<file path="src/rtl/step_pulse_gen.sv">
// step_pulse_gen
//   Stepper-driver pulse generator, one instance per axis. A move is requested
//   with start. The generator latches the direction, the step count, the period
//   and the high width. It drives dir_out, waits DIR_SETUP cycles so the driver
//   sees a stable direction, and then emits num_steps pulses on step_out. Each
//   pulse is high for h_eff cycles and repeats every p_eff cycles. A move can be
//   aborted at any point. All outputs are registered.
//
// Ports
//   clock_in     in   system clock
//   reset_n      in   asynchronous active-low reset
//   start        in   request a move (sampled only while idle)
//   abort        in   terminate the move in progress
//   dir_in       in   direction for the move, latched on start
//   num_steps    in   number of pulses, latched on start
//   period       in   cycles per step, latched on start
//   high_cycles  in   step_out high cycles per step, latched on start
//   step_out     out  step pulse to driver
//   dir_out      out  direction to driver
//   busy         out  move in progress
//   done         out  one-cycle pulse on normal completion
//   steps_done   out  pulses completed in the current or last move
module step_pulse_gen #(
    parameter int CNT_W     = 28,
    parameter int STEPS_W   = 16,
    parameter int DIR_SETUP = 2
) (
    input  logic               clock_in,
    input  logic               reset_n,
    input  logic               start,
    input  logic               abort,
    input  logic               dir_in,
    input  logic [STEPS_W-1:0] num_steps,
    input  logic [CNT_W-1:0]   period,
    input  logic [CNT_W-1:0]   high_cycles,
    output logic               step_out,
    output logic               dir_out,
    output logic               busy,
    output logic               done,
    output logic [STEPS_W-1:0] steps_done
);

    typedef enum logic [1:0] {
        IDLE  = 2'd0,
        SETUP = 2'd1,
        HIGH  = 2'd2,
        LOW   = 2'd3
    } state_t;

    // Reload value for the setup phase. It is clamped so that DIR_SETUP=0
    // never produces a negative constant; that path skips SETUP anyway.
    localparam int              SETUP_LD_I = (DIR_SETUP > 0) ? DIR_SETUP - 1 : 0;
    localparam logic [CNT_W:0]  SETUP_LD   = (CNT_W+1)'(SETUP_LD_I);

    // h_eff = max(high_cycles, 1). The result is one bit wider than the inputs,
    // so the later arithmetic cannot wrap when high_cycles is all-ones.
    function automatic logic [CNT_W:0] eff_high(input logic [CNT_W-1:0] hc);
        logic [CNT_W:0] h;
        h = {1'b0, hc};
        if (h == '0)
            h = (CNT_W+1)'(1);
        return h;
    endfunction

    // Length of the low phase, p_eff - h_eff, with p_eff = max(period, h_eff+1).
    // When period does not exceed h_eff, p_eff is h_eff+1 and the low phase is
    // exactly one cycle.
    function automatic logic [CNT_W:0] eff_low(input logic [CNT_W-1:0] per,
                                               input logic [CNT_W:0]   h);
        logic [CNT_W:0] p;
        logic [CNT_W:0] l;
        p = {1'b0, per};
        if (p > h)
            l = p - h;
        else
            l = (CNT_W+1)'(1);
        return l;
    endfunction

    state_t             state;
    logic [CNT_W:0]     cnt;        // cycles left in the current phase, minus one
    logic [CNT_W:0]     h_len;      // latched h_eff
    logic [CNT_W:0]     l_len;      // latched low-phase length
    logic [STEPS_W-1:0] steps_tgt;  // latched num_steps

    logic [CNT_W:0]     h_new;
    logic [CNT_W:0]     l_new;
    logic [STEPS_W:0]   steps_next;

    assign h_new      = eff_high(high_cycles);
    assign l_new      = eff_low(period, h_new);
    assign steps_next = {1'b0, steps_done} + 1'b1;

    always_ff @(posedge clock_in or negedge reset_n) begin
        if (!reset_n) begin
            state      <= IDLE;
            cnt        <= '0;
            h_len      <= '0;
            l_len      <= '0;
            steps_tgt  <= '0;
            steps_done <= '0;
            step_out   <= 1'b0;
            dir_out    <= 1'b0;
            busy       <= 1'b0;
            done       <= 1'b0;
        end else begin
            done <= 1'b0;
            if (state != IDLE && abort) begin
                // Abort: steps_done keeps only the pulses whose low phase finished.
                state    <= IDLE;
                step_out <= 1'b0;
                busy     <= 1'b0;
            end else begin
                case (state)
                    IDLE: begin
                        // abort in IDLE blocks the latch, so abort wins over start.
                        if (start && !abort) begin
                            h_len      <= h_new;
                            l_len      <= l_new;
                            steps_tgt  <= num_steps;
                            dir_out    <= dir_in;
                            steps_done <= '0;
                            if (num_steps == '0) begin
                                done <= 1'b1;
                            end else begin
                                busy <= 1'b1;
                                if (DIR_SETUP > 0) begin
                                    state <= SETUP;
                                    cnt   <= SETUP_LD;
                                end else begin
                                    state    <= HIGH;
                                    step_out <= 1'b1;
                                    cnt      <= h_new - 1'b1;
                                end
                            end
                        end
                    end
                    SETUP: begin
                        if (cnt == '0) begin
                            state    <= HIGH;
                            step_out <= 1'b1;
                            cnt      <= h_len - 1'b1;
                        end else begin
                            cnt <= cnt - 1'b1;
                        end
                    end
                    HIGH: begin
                        if (cnt == '0) begin
                            state    <= LOW;
                            step_out <= 1'b0;
                            cnt      <= l_len - 1'b1;
                        end else begin
                            cnt <= cnt - 1'b1;
                        end
                    end
                    LOW: begin
                        if (cnt == '0) begin
                            steps_done <= steps_next[STEPS_W-1:0];
                            if (steps_next < {1'b0, steps_tgt}) begin
                                state    <= HIGH;
                                step_out <= 1'b1;
                                cnt      <= h_len - 1'b1;
                            end else begin
                                state <= IDLE;
                                busy  <= 1'b0;
                                done  <= 1'b1;
                            end
                        end else begin
                            cnt <= cnt - 1'b1;
                        end
                    end
                    default: begin
                        state    <= IDLE;
                        step_out <= 1'b0;
                        busy     <= 1'b0;
                    end
                endcase
            end
        end
    end

endmodule
</file>
<file path="config.mk">
export PLATFORM = sky130hd
export DESIGN_NAME = step_pulse_gen
export DESIGN_NICKNAME = d
export VERILOG_FILES = /design/src/rtl/step_pulse_gen.sv
export SDC_FILE = /design/constraint.sdc
export NUM_CORES = 1
export LEC_CHECK = 0
export BUFFER_PORTS_ARGS = -buffer_cell sky130_fd_sc_hd__buf_2
export CAP_MARGIN = 0
export CORE_ASPECT_RATIO = 1.75
export CORE_MARGIN = 5
export CORE_UTILIZATION = 54
export DETAILED_ROUTE_END_ITERATION = 8
export PLACE_DENSITY = 0.74
export SYNTH_ARGS = -nofsm -noshare
export SYNTH_HDL_FRONTEND = slang
export SYNTH_SLANG_ARGS = --single-unit
</file>
<file path="constraint.sdc">
create_clock -name clock_in -period 5.7 [get_ports clock_in]
set_clock_uncertainty 0.15 [all_clocks]
set_input_delay 1.71 -clock clock_in [delete_from_list [all_inputs] [get_ports clock_in]]
set_output_delay 1.71 -clock clock_in [all_outputs]
set_load 0.05 [all_outputs]
</file>
# Yosys cells after proc, flatten, opt, wreduce, memory -nomap -nowiden
# Cells that the tools add are included.
# W data, S select, Z words.
[word_totals]
regBits = 125
inputBits = 77
word_cells = 87
[op_classes]
addsub = 5
n_lt_le_gt_ge = 2
eq_ne = 15
n_mux = 38
bitwise = 1
reduce_logical = 16
[op_table]
columns = ["cell", "count"]
rows = [
  ["$mux W29", 7],
  ["$pmux W29 S4", 1],
  ["$sub A29 B1 Y29 const B", 3],
  ["$mux W16", 2],
  ["$pmux W16 S2", 1],
  ["$gt A28 B29 Y1", 1],
  ["$logic_not A29 Y1", 1],
  ["$sub A28 B29 Y29", 1],
  ["$logic_not A28 Y1", 1],
  ["$mux W28", 1],
  ["$ne A3 B3 Y1 const B", 8],
  ["$add A16 B1 Y17 const B", 1],
  ["$lt A17 B16 Y1", 1],
  ["$logic_not A16 Y1", 1],
  ["$mux W1", 15],
  ["$reduce_and A5 Y1", 3],
  ["$mux W2", 7],
  ["$ne A2 B2 Y1 const B", 4],
  ["$pmux W2 S4", 1],
  ["$reduce_and A4 Y1", 2],
  ["$eq A2 B2 Y1 const B", 2],
  ["$pmux W1 S2", 2],
  ["$reduce_bool A2 Y1", 2],
  ["$pmux W1 S3", 1],
  ["7 further kinds", 8],
]

# Longest topological paths before layout
[logic_depth]
word_depth = 6
depth_mapped = 16

# Worst setup path after synthesis
# No wires, ideal clock.
[synth_timing]
path_kind = "in2reg"
startpoint = "input port high_cycles[9]"
endpoint = "register l_len[22]"
setup_ns = 0.121
arrival_time_ns = 4.357
setup_slack_ns = 1.072
cell_stages = 13
path_buffers = 0
path_cell_list = "nor4_1 nand4_1 o21bai_1 ha_1 inv_1 fa_1 a21o_1 a211o_1 a31o_2 o41ai_2 o21ai_0 xor2_1 a22o_1"
[synth_via]
elab_chain_cells = 4
elab_cells_between_ends = 5
classes_between = "add/sub (1); order compare (1); mux (2); reduce/logical (1)"
[synth_lines]
columns = ["element", "line", "source"]
rows = [
  ["from (decl)", "35", "input logic [CNT_W-1:0] high_cycles,"],
  ["$logic_not A28 Y1 (*)", "60", "if (h == '0)"],
  ["$mux W28 (*)", "60", ""],
  ["via h_new[0]", "86", "logic [CNT_W:0] h_new;"],
  ["$sub A28 B29 Y29 or $gt A28 B29 Y1 (tied branches)", "74, 73", ""],
  ["$mux W29 (*)", "73", "if (p > h)"],
  ["to (signal assigned)", "119", "l_len <= l_new;"],
  ["to (decl)", "83", "logic [CNT_W:0] l_len;"],
]
# The timed path passes the listed nets; every way through them passes the cells marked *.
# A chain may end at the register's enable or synchronous reset.

# Worst setup path after layout
[layout_timing]
startpoint = "input port high_cycles[25]"
endpoint = "register l_len[24]"
# The elaborated chain is that of the path after synthesis.

==> results_tabular.tex <==
\begin{tabular}{lr}
\hline
Metric & Value \\
\hline
\multicolumn{2}{l}{\textbf{Routing}} \\
\quad Number of optimization iterations in the first detailed-route pass & 7 \\
\quad DRT antenna net count & 0 \\
\quad Via Count & between 8000 and 9000 \\
\quad Post-detailed-route wirelength per cell & 18.4 µm \\
\quad Remaining routing DRC violations & 0 \\
\quad Total met2 wirelength after detailed routing & approximately 14000 µm \\
\quad Uppermost signal routing layer after detailed routing & met4 \\
\quad WL final & about 26000 µm \\
\quad Wire length on met1 & 9790 µm \\
\quad Iter 0 DRT Violations & 488 \\
\quad Number of vias per cell after detailed routing & around 6.2 \\
\quad Amount of wire on met3 after detailed routing & approximately 1100 µm \\
\multicolumn{2}{l}{\textbf{Timing}} \\
\quad Final critical-path required period & 5.18 ns \\
\quad Slew at the pin closest to its max-slew limit & 1.24 ns \\
\quad Final cycle utilization of the critical path & 90.9\% \\
\quad Final hold violations & 0 \\
\quad Worst-case hold slack & 0.337 ns \\
\quad Peak Freq & 193 MHz \\
\quad Total of endpoints with negative setup slack in the final report & 0 \\
\quad Rel. slew slack & 16.7\% \\
\quad Sum Neg Setup Slack & 0 ns \\
\quad RSZ-0062 raised after global routing & false \\
\quad Max-slew violation total from the final report & 0 \\
\multicolumn{2}{l}{\textbf{GRT}} \\
\quad Global Route Usage Sum & 26.6\% \\
\quad Vias in the first global route & 8895 \\
\quad Pin count of the biggest net entering global routing & 103 \\
\quad Total grt overflow & 0 \\
\quad Number of antenna violations at the first check in global routing & 0 \\
\quad First-pass GRT wire length & 43100 µm \\
\multicolumn{2}{l}{\textbf{Synth}} \\
\quad Post-synth design cell area & about 0.0095 mm² \\
\quad Net count of the mapped netlist & 1255 \\
\quad Top cells by area, synth & sky130\_fd\_sc\_hd\_\_dfrtp\_1 (33\%), sky130\_fd\_sc\_hd\_\_ha\_1 (6.9\%), sky130\_fd\_sc\_hd\_\_xnor2\_1 (3.9\%), sky130\_fd\_sc\_hd\_\_xor2\_1 (3.9\%), sky130\_fd\_sc\_hd\_\_o21ai\_0 (3.9\%) \\
\quad Fraction of the yosys area taken by sequential cells & 32.8\% \\
\quad Average instance area after synthesis & 8.42 µm² \\
\quad Cell accounting for the most synthesized area & sky130\_fd\_sc\_hd\_\_dfrtp\_1 \\
\quad Count of unique library cells instantiated by Yosys & 80 \\
\quad Most numerous cell in the Yosys netlist & sky130\_fd\_sc\_hd\_\_dfrtp\_1 \\
\quad Top\_reg\_cell synth & sky130\_fd\_sc\_hd\_\_dfrtp\_1 \\
\quad Share of flip-flops with an asynchronous set or reset & between 90\% and 100\% \\
\quad Flop and latch count out of synthesis & 124 \\
\quad Synth cell count leaders & sky130\_fd\_sc\_hd\_\_dfrtp\_1 (124), sky130\_fd\_sc\_hd\_\_nand2\_1 (94), sky130\_fd\_sc\_hd\_\_o21ai\_0 (73) \\
\quad Warnings, synthesis & 0 \\
\quad Proportion of netlist area held by the largest area contributor & 32.8\% \\
\quad Number of standard cells after synthesis & around 1100 \\
\quad Post-synth EDFFs & 0 \\
\multicolumn{2}{l}{\textbf{Layout}} \\
\quad Net count reported at finish & 1329 \\
\quad Final non-filler cell total & 1443 \\
\quad Antenna cells & 0 \\
\quad Area delta synth->final & 13.4\% \\
\quad Fraction of final layout cells sized beyond drive strength 1 & 15.5\% \\
\quad Total area of multi-input combinational cells & 0.00587 mm² \\
\quad Number of fillers in the final layout & about 1500 \\
\quad Sequential Area & 0.00310 mm² \\
\multicolumn{2}{l}{\textbf{Critical path}} \\
\quad Arrival @ worst endpoint & 5.33 ns \\
\quad Minimum setup slack among reg-to-reg paths & 1.14 ns \\
\quad Critical R2R Launch & steps\_done[2] \\
\quad Top fanout value on the critical path & 4 \\
\quad Reg2Reg Depth & 15 \\
\quad Worst endpoint required time & 5.85 ns \\
\quad Kind of capture point of the worst setup path & register \\
\quad Reg-to-Reg End & cnt[24] \\
\quad Type of the worst setup path & in -> reg \\
\quad Startpoint Class & primary input \\
\quad Timing endpoint of the critical path & l\_len[24] \\
\quad Worst setup startpoint & high\_cycles[25] \\
\multicolumn{2}{l}{\textbf{Power and ir drop}} \\
\quad Power share of the sequential group & 31.6\% \\
\quad Leak & 5.00 nW \\
\quad Switch Pwr & 2.33 mW \\
\quad Internal portion of total power & 2.86 mW \\
\quad Clock network fraction of design power & around a fifth \\
\quad Switching portion of total power & 44.9\% \\
\quad Pwr/cell area & 483 mW/mm² \\
\quad Combinational Power Share & 47.7\% \\
\quad Largest voltage drop on the vdd net & 0.273 mV \\
\multicolumn{2}{l}{\textbf{Floorplanning}} \\
\quad Ports placed on the boundary & 97 \\
\quad Die outline width & 110 µm \\
\quad Placeable core region & around 0.017 mm² \\
\quad Initial cell density of the core & 54.5\% \\
\quad Die Span Y & 185 µm \\
\quad Die Footprint & around 0.020 mm² \\
\quad Total number of placement rows & 64 \\
\multicolumn{2}{l}{\textbf{Clock tree}} \\
\quad H-tree depth reported by CTS & 4 \\
\quad CTS-repair resized insts & 0 \\
\quad Number of buffers added by the clock tree synthesis step & 17 \\
\quad Clk sink count & 124 \\
\quad Number of buffers added to fix hold violations after cts & 0 \\
\quad Clock tree from TritonCTS & built \\
\quad Clk buf depth & 2 \\
\quad Setup repair bufs after CTS & 0 \\
\quad Latest clock arrival within the worst-skew pair & 0.42 ns \\
\quad Root buffer selected by CTS & sky130\_fd\_sc\_hd\_\_clkbuf\_16 \\
\quad Clock edge transition at the registers on the reported setup and hold paths & roughly 0.06 ns \\
\multicolumn{2}{l}{\textbf{Place}} \\
\quad Total of buffers placed on input and output ports & 96 \\
\quad Number of placed instances with taps included & 1411 \\
\quad DPL Wire Length & just over 20000 µm \\
\quad Final estimated routing congestion in global placement & 0.948 \\
\multicolumn{2}{l}{\textbf{Outcome}} \\
\quad Run status & completed \\
\multicolumn{2}{l}{\textbf{Min path}} \\
\quad Hold Crit Class & reg -> reg \\
\multicolumn{2}{l}{\textbf{Job}} \\
\quad Maximum capacitance violations & 0 \\
\hline
\end{tabular}
worst min path at each step:
stage                 start            to  slack [ns]  cells past startpoint
2_1_floorplan  steps_tgt[0]  steps_tgt[0]        0.32                      1
3_3_place_gp       step_out      step_out        0.32                      1
6_report           step_out      step_out        0.34                      1
3_5_place_dp       step_out      step_out        0.33                      1
5_1_grt            step_out      step_out        0.35                      1
4_1_cts            step_out      step_out        0.34                      1
state kept, by name (all words and copies together), names as in the netlist, 2 cells and up:
signal	flops
state	2
steps_tgt	16
cnt	29
steps_done	16
h_len	28
l_len	29
stage by stage:
| stage | cell area, µm² | util [%] | worst slack [ns] | power [mW] |
|---|---|---|---|---|
| 3_3_place_gp | 10200 | 58.5 | 0.172 | 4.02 |
| 5_1_grt | 10700 | 61.8 | 0.312 | 5.58 |
| 6_report | 10700 | 61.8 | 0.521 | 5.19 |
| 3_5_place_dp | 10200 | 58.5 | 0.134 | 4.08 |
| 4_1_cts | 10700 | 61.8 | 0.550 | 5.17 |
| 2_1_floorplan | 9470 | - | 1.07 | 3.45 |
area by class of cell:
| cell class | count | share of cell area [%] |
|---|---|---|
| clock buffer | 18 | 4.09 |
| clock inverter | 14 | 1.35 |
| inverter | 72 | 2.52 |
| multi-input combinational | 873 | 54.7 |
| sequential | 124 | 28.9 |
| tap | 231 | 2.69 |
| timing repair buffer | 111 | 5.78 |
per-layer routing:
| layer | track usage, % | up-vias |
|---|---|---|
| met5 | 0 | - |
| met4 | 16.1 | 0 |
| met3 | 2.90 | 95 |
| met2 | 49.0 | 291 |
| met1 | 28.2 | 4221 |
| li1 | - | 4299 |
cell usage in the layout (no fill, tap or decap), types with 37 or more instances in the layout:
cell,n
sky130_fd_sc_hd__nor4_1,37
sky130_fd_sc_hd__xor2_1,42
sky130_fd_sc_hd__nand3_1,44
sky130_fd_sc_hd__dfrtp_1,124
sky130_fd_sc_hd__xnor2_1,42
sky130_fd_sc_hd__ha_1,52
sky130_fd_sc_hd__a21oi_1,62
sky130_fd_sc_hd__nand2_1,93
sky130_fd_sc_hd__nor2_1,62
sky130_fd_sc_hd__o21ai_0,73
sky130_fd_sc_hd__inv_1,71
sky130_fd_sc_hd__buf_2,95
kinds of logic after synthesis:
kind of cell    Yosys count  share of synthesized area (%)
buf+inv                 128                           5.31
simple gates            398                           22.2
xor+xnor                 84                           7.77
compound gates          313                           21.9
mux                      25                           2.92
fa+ha+maj                53                           7.08
flops                   124                           32.8
power by group through the flow:
stage | combinational (mW) | sequential (mW) | clock (mW)
detailed placement | 2.44 | 1.64 | 0
global placement | 2.39 | 1.63 | 0
floorplan | 1.87 | 1.58 | 0
CTS | 2.46 | 1.63 | 1.08
finish | 2.48 | 1.64 | 1.07
global route | 2.76 | 1.70 | 1.11
critical path, cell delays in order:
cell and delay, ns:
sky130_fd_sc_hd__buf_2 0.10, sky130_fd_sc_hd__nor4_1 0.45, sky130_fd_sc_hd__nand3_1 0.23, sky130_fd_sc_hd__buf_4 0.19
sky130_fd_sc_hd__o21bai_1 0.18, sky130_fd_sc_hd__ha_1 0.21, sky130_fd_sc_hd__inv_1 0.06, sky130_fd_sc_hd__fa_1 0.40
sky130_fd_sc_hd__a21o_1 0.21, sky130_fd_sc_hd__a221oi_1 0.45, sky130_fd_sc_hd__nor2_1 0.16, sky130_fd_sc_hd__o211ai_1 0.33
sky130_fd_sc_hd__a41o_1 0.30, sky130_fd_sc_hd__o21ai_0 0.10, sky130_fd_sc_hd__a32o_1 0.24
Note: power is estimated with default switching activity, not from simulation.
